--- config.mk ---
export PLATFORM = sky130hd
export DESIGN_NAME = mem_burst_arbiter
export DESIGN_NICKNAME = d
export VERILOG_FILES = /design/src/rtl/mem_burst_arbiter.sv
export SDC_FILE = /design/constraint.sdc
export NUM_CORES = 1
export LEC_CHECK = 0
export CAP_MARGIN = 20
export CELL_PAD_IN_SITES_DETAIL_PLACEMENT = 1
export CELL_PAD_IN_SITES_GLOBAL_PLACEMENT = 1
export CORE_ASPECT_RATIO = 1.25
export CORE_UTILIZATION = 25
export CTS_CLUSTER_SIZE = 25
export DETAILED_ROUTE_END_ITERATION = 6
export DONT_BUFFER_PORTS = 1
export PLACE_DENSITY = 0.48
export SKIP_CTS_REPAIR_TIMING = 1
export SLEW_MARGIN = 0
export SYNTH_ARGS = -nofsm -noshare
export SYNTH_HDL_FRONTEND = slang
export SYNTH_SLANG_ARGS = --single-unit
--- constraint.sdc ---
create_clock -name clk -period 7.5 [get_ports clk]
set_input_delay 1.125 -clock clk [delete_from_list [all_inputs] [get_ports clk]]
set_output_delay 1.125 -clock clk [all_outputs]
set_load 0.005 [all_outputs]
--- src/rtl/mem_burst_arbiter.sv ---
// Arbitrates I-cache line bursts and LSB loads/stores onto a one-byte-per-cycle RAM port.
// Handles access size, sign extension, speculative flush and IO-space store back-pressure.
module mem_burst_arbiter #(
    parameter int ADDR_W      = 32,
    parameter int FETCH_BYTES = 16,
    parameter int IO_SEL_HI   = 17
) (
    input  logic                     clk,
    input  logic                     rst,
    input  logic                     rdy,
    input  logic [7:0]               byte_in,
    input  logic                     io_buffer_full,
    output logic                     ram_enable,
    output logic                     lw_type,
    output logic [ADDR_W-1:0]        addr,
    output logic [7:0]               byte_out,
    input  logic                     fetch_enable,
    input  logic [ADDR_W-1:0]        fetch_addr,
    output logic                     fetch_valid,
    output logic [8*FETCH_BYTES-1:0] fetch_data,
    input  logic                     lsb_enable,
    input  logic                     lsb_rw,
    input  logic [1:0]               lsb_size,
    input  logic                     lsb_signed,
    input  logic [ADDR_W-1:0]        lsb_addr,
    input  logic [31:0]              lsb_data,
    output logic                     lsb_valid,
    output logic [31:0]              read_data,
    input  logic                     flush
);

    localparam int CNT_W  = $clog2(FETCH_BYTES + 2);
    localparam int LINE_W = 8 * (FETCH_BYTES - 1);

    typedef enum logic [2:0] {IDLE, FETCH, LOAD, STORE, DONE} state_t;

    state_t             state;
    logic [CNT_W-1:0]   cnt;
    logic [ADDR_W-1:0]  base;
    logic [2:0]         n_bytes;
    logic               sgn;
    logic [31:0]        st_data;
    logic [23:0]        ld_buf;
    logic [LINE_W-1:0]  line_buf;

    logic [CNT_W-1:0]   cnt_inc;
    logic [CNT_W-1:0]   burst_len;
    logic [ADDR_W-1:0]  st_addr;
    logic [7:0]         st_byte;
    logic               io_accept;
    logic               io_next;

    function automatic logic [2:0] size_to_n(input logic [1:0] size);
        case (size)
            2'd0:    return 3'd1;
            2'd1:    return 3'd2;
            default: return 3'd4;
        endcase
    endfunction

    // Loaded bytes arrive LSB first, so the most recent byte is the top of the result.
    function automatic logic [31:0] extend_load(input logic [7:0] last, input logic [23:0] prev,
                                                input logic [2:0] n, input logic s);
        case (n)
            3'd1:    return {{24{s & last[7]}}, last};
            3'd2:    return {{16{s & last[7]}}, last, prev[23:16]};
            default: return {last, prev};
        endcase
    endfunction

    always_comb begin
        cnt_inc   = cnt + CNT_W'(1);
        burst_len = (state == FETCH) ? CNT_W'(FETCH_BYTES) : CNT_W'(n_bytes);
        st_addr   = base + ADDR_W'(cnt);
        st_byte   = st_data[{cnt[1:0], 3'b000} +: 8];
        io_accept = (lsb_addr[IO_SEL_HI -: 2] == 2'b11);
        io_next   = (st_addr[IO_SEL_HI -: 2] == 2'b11);
    end

    // NOTE: every register below is state, so it is assigned only with <= to keep edge semantics.
    always_ff @(posedge clk or negedge rst) begin
        if (!rst) begin
            state       <= IDLE;
            cnt         <= '0;
            base        <= '0;
            n_bytes     <= '0;
            sgn         <= 1'b0;
            st_data     <= '0;
            ld_buf      <= '0;
            line_buf    <= '0;
            ram_enable  <= 1'b0;
            lw_type     <= 1'b0;
            addr        <= '0;
            byte_out    <= '0;
            fetch_valid <= 1'b0;
            fetch_data  <= '0;
            lsb_valid   <= 1'b0;
            read_data   <= '0;
        end else if (rdy) begin
            case (state)
                IDLE: begin
                    if (lsb_enable) begin
                        base    <= lsb_addr;
                        n_bytes <= size_to_n(lsb_size);
                        sgn     <= lsb_signed;
                        st_data <= lsb_data;
                        addr    <= lsb_addr;
                        if (!lsb_rw) begin
                            state    <= STORE;
                            lw_type  <= 1'b1;
                            byte_out <= lsb_data[7:0];
                            // cnt counts bytes actually put on the bus; a held IO byte is retried.
                            if (io_accept && io_buffer_full) begin
                                ram_enable <= 1'b0;
                                cnt        <= '0;
                            end else begin
                                ram_enable <= 1'b1;
                                cnt        <= CNT_W'(1);
                            end
                        end else begin
                            state      <= LOAD;
                            lw_type    <= 1'b0;
                            ram_enable <= 1'b1;
                            cnt        <= '0;
                        end
                    end else if (fetch_enable && !flush) begin
                        state      <= FETCH;
                        addr       <= fetch_addr;
                        ram_enable <= 1'b1;
                        lw_type    <= 1'b0;
                        cnt        <= '0;
                    end else begin
                        ram_enable <= 1'b0;
                        lw_type    <= 1'b0;
                        addr       <= '0;
                    end
                end

                FETCH, LOAD: begin
                    if (flush) begin
                        state      <= IDLE;
                        ram_enable <= 1'b0;
                        lw_type    <= 1'b0;
                        addr       <= '0;
                        cnt        <= '0;
                    end else begin
                        cnt <= cnt_inc;
                        if (cnt_inc < burst_len) begin
                            addr <= addr + ADDR_W'(1);
                        end else if (cnt_inc == burst_len) begin
                            ram_enable <= 1'b0;
                        end
                        // Read data trails its address by one cycle, so capture starts on the second edge.
                        if (cnt == burst_len) begin
                            state <= DONE;
                            if (state == FETCH) begin
                                fetch_valid <= 1'b1;
                                fetch_data  <= {byte_in, line_buf};
                            end else begin
                                lsb_valid <= 1'b1;
                                read_data <= extend_load(byte_in, ld_buf, n_bytes, sgn);
                            end
                        end else if (cnt != '0) begin
                            if (state == FETCH) begin
                                line_buf <= {byte_in, line_buf[LINE_W-1:8]};
                            end else begin
                                ld_buf <= {byte_in, ld_buf[23:8]};
                            end
                        end
                    end
                end

                STORE: begin
                    if (cnt == CNT_W'(n_bytes)) begin
                        state      <= DONE;
                        lsb_valid  <= 1'b1;
                        ram_enable <= 1'b0;
                        lw_type    <= 1'b0;
                    end else begin
                        addr     <= st_addr;
                        byte_out <= st_byte;
                        if (io_next && io_buffer_full) begin
                            ram_enable <= 1'b0;
                        end else begin
                            ram_enable <= 1'b1;
                            cnt        <= cnt_inc;
                        end
                    end
                end

                DONE: begin
                    state       <= IDLE;
                    fetch_valid <= 1'b0;
                    lsb_valid   <= 1'b0;
                    cnt         <= '0;
                end

                default: state <= IDLE;
            endcase
        end
    end

endmodule

==> results.toml, run 1 <==
[critical_path]
ff2ff_path_depth = 11
r2r_end = "addr[13]"
crit_path_end_kind = "flop"
r2r_start = "cnt[1]"
cp_max_fo = 64
crit_type = "reg2reg"
arrival_ns = 3.89
rrSetupSlack_ns = 4.08
critPathLaunchType = "flop"
required_ns = 7.97

[sta]
fin_crit_ns = 3.42
finalSetupViolations = 0
final.setup_skew_ns = 0.0444
finalSetupTns_ns = 0
worst_slew_pin_slew_ns = 1.39
hold_viol = 0
max-slew-margin-rel_pct = 7.30
finalMaxSlewViolations = 0
fmax_ghz = 0.292
setup_slack_ns = 4.08
finalCritPeriodShare_pct = 45.6
rsz0062_at_grt = "false"

[final_layout]
final_core_util_pct = 28.8
multi_input_area_um2 = 8150
area_delta_synth_final_pct = 13.9
regArea_um2 = 10600
fill_cells = 8191
drive_gt1_share_pct = 30.8
fin_nets = 1631

[synthesis]
synth_area_leader_cell = "dfrtp_1"
synth_edf_count = 0
syn-num-nets = 1663
synth-compound-area-share_pct = 9.34
syn_area_um2 = 19200
synth_cell_types = 67
synth_top_area_share_pct = 55.3
ys_seq_area_share_pct = 55.3
syn_inst = 1535
synth-main-ff-cell = "dfrtp_1"
yosys-mux-area-fraction_pct = 21.6
synth_area_leaders = "dfrtp_1 55%, mux2_2 19%, nand2_1 2.2%"
yosys.area_share.simple_pct = 7.94
yosys.area_share.adder_pct = 0.887
syn_area_per_cell_um2 = 12.5
yosys_warnings = 0
synth_top_family_by_area = "multiplexers"
ys_ff_latch = 424
synthArstFlopShare_pct = 100
synth-xor-area-share_pct = 2.51

[clocking]
ctsLongestPathBuffers = 3
clk_pin_slew_ns = 0.06
cts_tree = "built"
cts_root_buffer = "clkbuf_16"
cts.sinks = 424
worstSkewPairLatency_ns = 0.61
htree_levels = 2
numCtsBuffers = 49

[drt]
wirelength_um = 56700
routed_via_density = 4.86
detail_route.wl_per_cell_um = 22.5
drc = 0
routed-via-count = 12200
ant_nets = 0
first_iter_violations = 500
drt-pass1-iter-count = 4

[floorplan]
initial_core_util_pct = 25.3
fp.dieW_um = 250
die-height_um = 312
rows = 113
core_um2 = 75900
die-area_um2 = 77900
ioPinCount = 319

[power_and_ir_drop]
p_sw_share_pct = 33.9
power_density_nw_per_um2 = 355
power_frac_comb_pct = 24.5
total_power_w = 0.00776
seqPwrFrac_pct = 44.0
p_sw_w = 0.00263
p_int_w = 0.00513
vdd_drop_max_v = 0.000193
clockPowerShare_pct = 31.5
p_leak_nw = 9.73

[global_routing]
grt_pass1_vias = 13200
met2_usage_pct = 24.3
use_met3_pct = 5.00
gr-usage-met1_pct = 17.5
antenna_found_initial = 2
grt_usage_pct = 14.6
grt-ovfl-total = 0
grt_pass1_wl_um = 87300
busiest_layer = "met2"
grt_max_degree = 425

[placement]
port_buffers = 0
gp_congestion = 0.762
dp_slack_ns = 3.99
place_hpwl_um = 37700

[outcome]
outcome = "finished clean"

[run]
maxCapViolations = 0

[min_path]
worstHoldPathType = "in2async"
==> how the worst max path moves through the flow <==
stage	slack, ns	to	start
3_3_place_gp	4.16	read_data[20]	state[2]
2_1_floorplan	4.56	addr[26]	cnt[0]
6_report	4.08	addr[13]	cnt[1]
3_5_place_dp	3.99	read_data[24]	state[2]
5_1_grt	3.92	addr[2]	cnt[1]
4_1_cts	3.95	read_data[28]	state[2]
==> registers in the layout, indices dropped and copies added (netlist names), 3 cells and up <==
| register | flops |
|---|---|
| fetch_data | 128 |
| line_buf | 120 |
| addr | 32 |
| base | 32 |
| read_data | 32 |
| st_data | 32 |
| ld_buf | 24 |
| byte_out | 8 |
| cnt | 5 |
| n_bytes | 3 |
| state | 3 |
==> power groups by stage <==
| stage | clock network [W] | logic (W) | registers, W |
|---|---|---|---|
| 5_1_grt | 0.00264 | 0.00212 | 0.00351 |
| 3_3_place_gp | 0 | 0.00186 | 0.00344 |
| 4_1_cts | 0.00257 | 0.00192 | 0.00343 |
| 2_1_floorplan | 0 | 0.00151 | 0.00319 |
| 3_5_place_dp | 0 | 0.00192 | 0.00346 |
| 6_report | 0.00244 | 0.00190 | 0.00341 |
==> logic make-up after synthesis <==
group           Yosys count
buf+inv                 111
mux                     353
simple gates            314
fa+ha+maj                13
xor+xnor                 55
compound gates          265
flops                   424
==> cells in the mapped netlist, types with 5 or more instances <==
| cell type | number |
|---|---|
| a211oi_1 | 9 |
| a21oi_1 | 57 |
| a221oi_1 | 40 |
| a22o_1 | 6 |
| a31oi_1 | 11 |
| and3_1 | 12 |
| buf_1 | 7 |
| buf_2 | 28 |
| clkbuf_1 | 61 |
| dfrtp_1 | 424 |
| ha_1 | 12 |
| inv_1 | 11 |
| mux2_2 | 322 |
| mux2_4 | 21 |
| mux4_2 | 8 |
| nand2_1 | 115 |
| nand2b_1 | 14 |
| nand3_1 | 31 |
| nand4_1 | 11 |
| nor2_1 | 72 |
| nor2b_1 | 5 |
| nor3_1 | 15 |
| o211ai_1 | 10 |
| o21ai_0 | 57 |
| o21ai_1 | 11 |
| o221ai_1 | 10 |
| o31ai_1 | 28 |
| or2_2 | 5 |
| xnor2_1 | 30 |
| xor2_1 | 25 |
==> layout make-up <==
cell class | instances | share of cell area [%]
sequential | 424 | 48.6
multi-input combinational | 1000 | 37.3
clock buffer | 69 | 6.41
tap | 977 | 5.59
clock inverter | 18 | 1.13
timing repair buffer | 16 | 0.779
inverter | 12 | 0.206
antenna | 1 | 0.0115
==> layout by cell type, fill, tap and decap left out, drive strengths merged, types with 5 or more instances in the layout <==
cell and n:
clkbuf 69, nor2 73, ha 12, mux2 343, xor2 25, nand2b 14, a211oi 9, a22o 6
clkinv 11, a21oi 57, nand4 13, o221ai 11, or2 6, o31ai 28, nand2 117, xnor2 30
mux4 8, nor4 5, o21ai 68, a221oi 40, a31oi 11, inv 15, nor2b 5, and3 12
buf 16, nand3 31, nor3 16, dfrtp 424, o211ai 10
==> metrics by stage <==
stage | instance area [um^2] | instances | hold WS [ns]
floorplan | 19200 | 1535 | 0.473
global placement | 20200 | 2427 | 0.483
detailed placement | 20200 | 2427 | 0.495
CTS | 21800 | 2514 | 0.149
global route | 21800 | 2516 | 0.154
finish | 21900 | 2517 | 0.207
==> layer usage <==
metal,vias up,part of all wire (%)
met5,-,0.055
met3,89,7.9
met2,316,48
met1,6292,41
met4,4,3.0
li1,5530,-
==> worst max-delay path, cell delays in order, from the launching register on <==
cell and delay (ns):
dfrtp_1 0.81, inv_1 0.23, ha_1 0.38, ha_1 0.32, nor2b_1 0.13, o21ai_0 0.25
nand3_1 0.13, a21oi_1 0.25, o21ai_4 0.06, buf_4 0.33, o21ai_0 0.25, o31ai_1 0.10
Note: power is estimated with default switching activity, not from simulation.
==> run 2: changes to the inputs <==
--- a/config.mk
+++ b/config.mk
@@ -13,7 +13,7 @@
 export CTS_CLUSTER_SIZE = 25
 export DETAILED_ROUTE_END_ITERATION = 6
 export DONT_BUFFER_PORTS = 1
-export PLACE_DENSITY = 0.48
+export PLACE_DENSITY = 0.49
 export SKIP_CTS_REPAIR_TIMING = 1
 export SLEW_MARGIN = 0
 export SYNTH_ARGS = -nofsm -noshare
==> constraint.sdc (replaced) <==
create_clock -name clk -period 2.78 [get_ports clk]
set_input_delay 0.417 -clock clk [delete_from_list [all_inputs] [get_ports clk]]
set_output_delay 0.417 -clock clk [all_outputs]
set_load 0.005 [all_outputs]
==> results.toml, run 2 (synthesized netlist as in run 1, its figures left out) <==
[outcome]
outcome = "complete, but fails checks"
violations = "negative hold slack"

[floorplan]
die-height_um = 312
initial_core_util_pct = 25.3
fp.dieW_um = 250
rows = 113
die-area_um2 = 77900
ioPinCount = 319
core_um2 = 75900

[final_layout]
largest_register_ffs = 128
fill_cells = 8174
final_cell_mix = "424 x dfrtp_1, 322 x mux2_2, 115 x nand2_1"
largest-register = "fetch_data"
area_delta_synth_final_pct = 21.8
fin_nets = 1776
final_core_util_pct = 30.8
final_common_cell = "dfrtp_1"
drive_gt1_share_pct = 32.4
reg_top3 = "fetch_data: 128 flops, line_buf: 120 flops"

[sta]
max-slew-margin-rel_pct = 12.7
fmax_ghz = 0.370
finalSetupViolations = 0
whs_ns = -0.507
final.setup_skew_ns = 0.0564
rsz0062_at_grt = "true"
finalMaxSlewViolations = 0
finalCritPeriodShare_pct = 97.1
worst_slew_pin_slew_ns = 1.31
fin_crit_ns = 2.70
hold_viol = 424
setup_slack_ns = 0.0807

[drt]
detail_route.wl_per_cell_um = 22.5
drt-pass1-iter-count = 7
drc = 0
wirelength_um = 59700
routed_via_density = 4.87
routed-via-count = 13000
first_iter_violations = 577
ant_nets = 0

[placement]
place_hpwl_um = 40000
dp_slack_ns = 0.00346
port_buffers = 0
gp_congestion = 0.772

[critical_path]
crit_type = "reg2reg"
crit_path_end_kind = "flop"
critPathLaunchType = "flop"
cp_max_fo = 4
required_ns = 3.28
arrival_ns = 3.20

[clocking]
numCtsBuffers = 50
cts.sinks = 424
cts_root_buffer = "clkbuf_16"
cts_tree = "built"
clk_pin_slew_ns = 0.06
ctsLongestPathBuffers = 3
htree_levels = 2
worstSkewPairLatency_ns = 0.63

[power_and_ir_drop]
p_leak_nw = 10.5
power_density_nw_per_um2 = 923
vdd_drop_max_v = 0.000541

[run]
maxCapViolations = 0

[global_routing]
grt_max_degree = 425
grt_pass1_wl_um = 87700
antenna_found_initial = 0
grt_usage_pct = 14.7
grt-ovfl-total = 0
grt_pass1_vias = 13400

[min_path]
worstHoldPathType = "in2async"
[run 2: changes by cell type in the layout (fill, tap and decap cells not counted), moves of 2 or more]
cell | before | now
buf_4 | 12 | 61
clkbuf_8 | 10 | 8
dlygate4sd3_1 | 0 | 78
clkinv_2 | 7 | 3
clkbuf_16 | 49 | 53
buf_12 | 4 | 14
clkbuf_1 | 10 | 12
buf_6 | 0 | 3
[run 2: critical path, cell delays in order, from the launching register on]
cell and delay, ns:
dfrtp_1 0.39, ha_2 0.20, inv_1 0.05, fa_2 0.36, nor2b_2 0.16, o31a_1 0.18, o21ai_1 0.08, xor2_1 0.20
or3b_4 0.42, o21ba_4 0.24, mux2_4 0.30
[run 2: report_power, final]
group / internal (W) / total (W) / switching (W) / leakage, nW
logic: 0.00285 / 0.00591 / 0.00306 / 4.02
clock network: 0.00383 / 0.00661 / 0.00279 / 0.790
registers: 0.00757 / 0.00906 / 0.00149 / 5.65
[run 2: worst paths after layout]
check | start | to | slack [ns] | depth (start not counted)
max in group asynchronous | rst | addr[28] | 2.21 | 0
worst max register to register | cnt[0] | cnt[0] | 0.08 | 10
worst min register to register | line_buf[105] | fetch_data[105] | 0.49 | 1
worst min-delay path | rst | line_buf[5] | -0.51 | 0
min in group clk | byte_in[2] | read_data[26] | 0.05 | 2
worst max-delay path | cnt[0] | cnt[0] | 0.08 | 10
[run 2: layout make-up]
type	count	area, um^2	area share (%)
inverters	12	45.0	0.193
diodes	1	2.50	0.0107
well taps	977	1220	5.23
clock buffers	70	1410	6.02
multi-input cells	1000	8200	35.1
repair buffers	160	1660	7.08
clock inverters	14	236	1.01
flip-flops and latches	424	10600	45.4
[run 2: layer usage]
metal  GRT usage, %  part of all wire [%]  up-vias
li1               -                     -     5826
met1           17.9                    41     6766
met2           24.7                    50      292
met3           4.46                   6.4       71
met4           4.56                   2.5        0
met5              0                     0        -
[run 2: metrics by stage]
step / setup TNS (ns) / instance area (um^2) / hold WS [ns] / std cells / power (W)
5_1_grt: -0.0331 / 23400 / -0.567 / 2657 / 0.0229
6_report: 0 / 23400 / -0.507 / 2658 / 0.0216
3_5_place_dp: 0 / 20700 / 0.130 / 2481 / 0.0149
4_1_cts: -0.0320 / 22300 / -0.572 / 2565 / 0.0217
3_3_place_gp: -0.00195 / 20700 / 0.131 / 2481 / 0.0147
2_1_floorplan: 0 / 19200 / 0.121 / 1535 / 0.0127
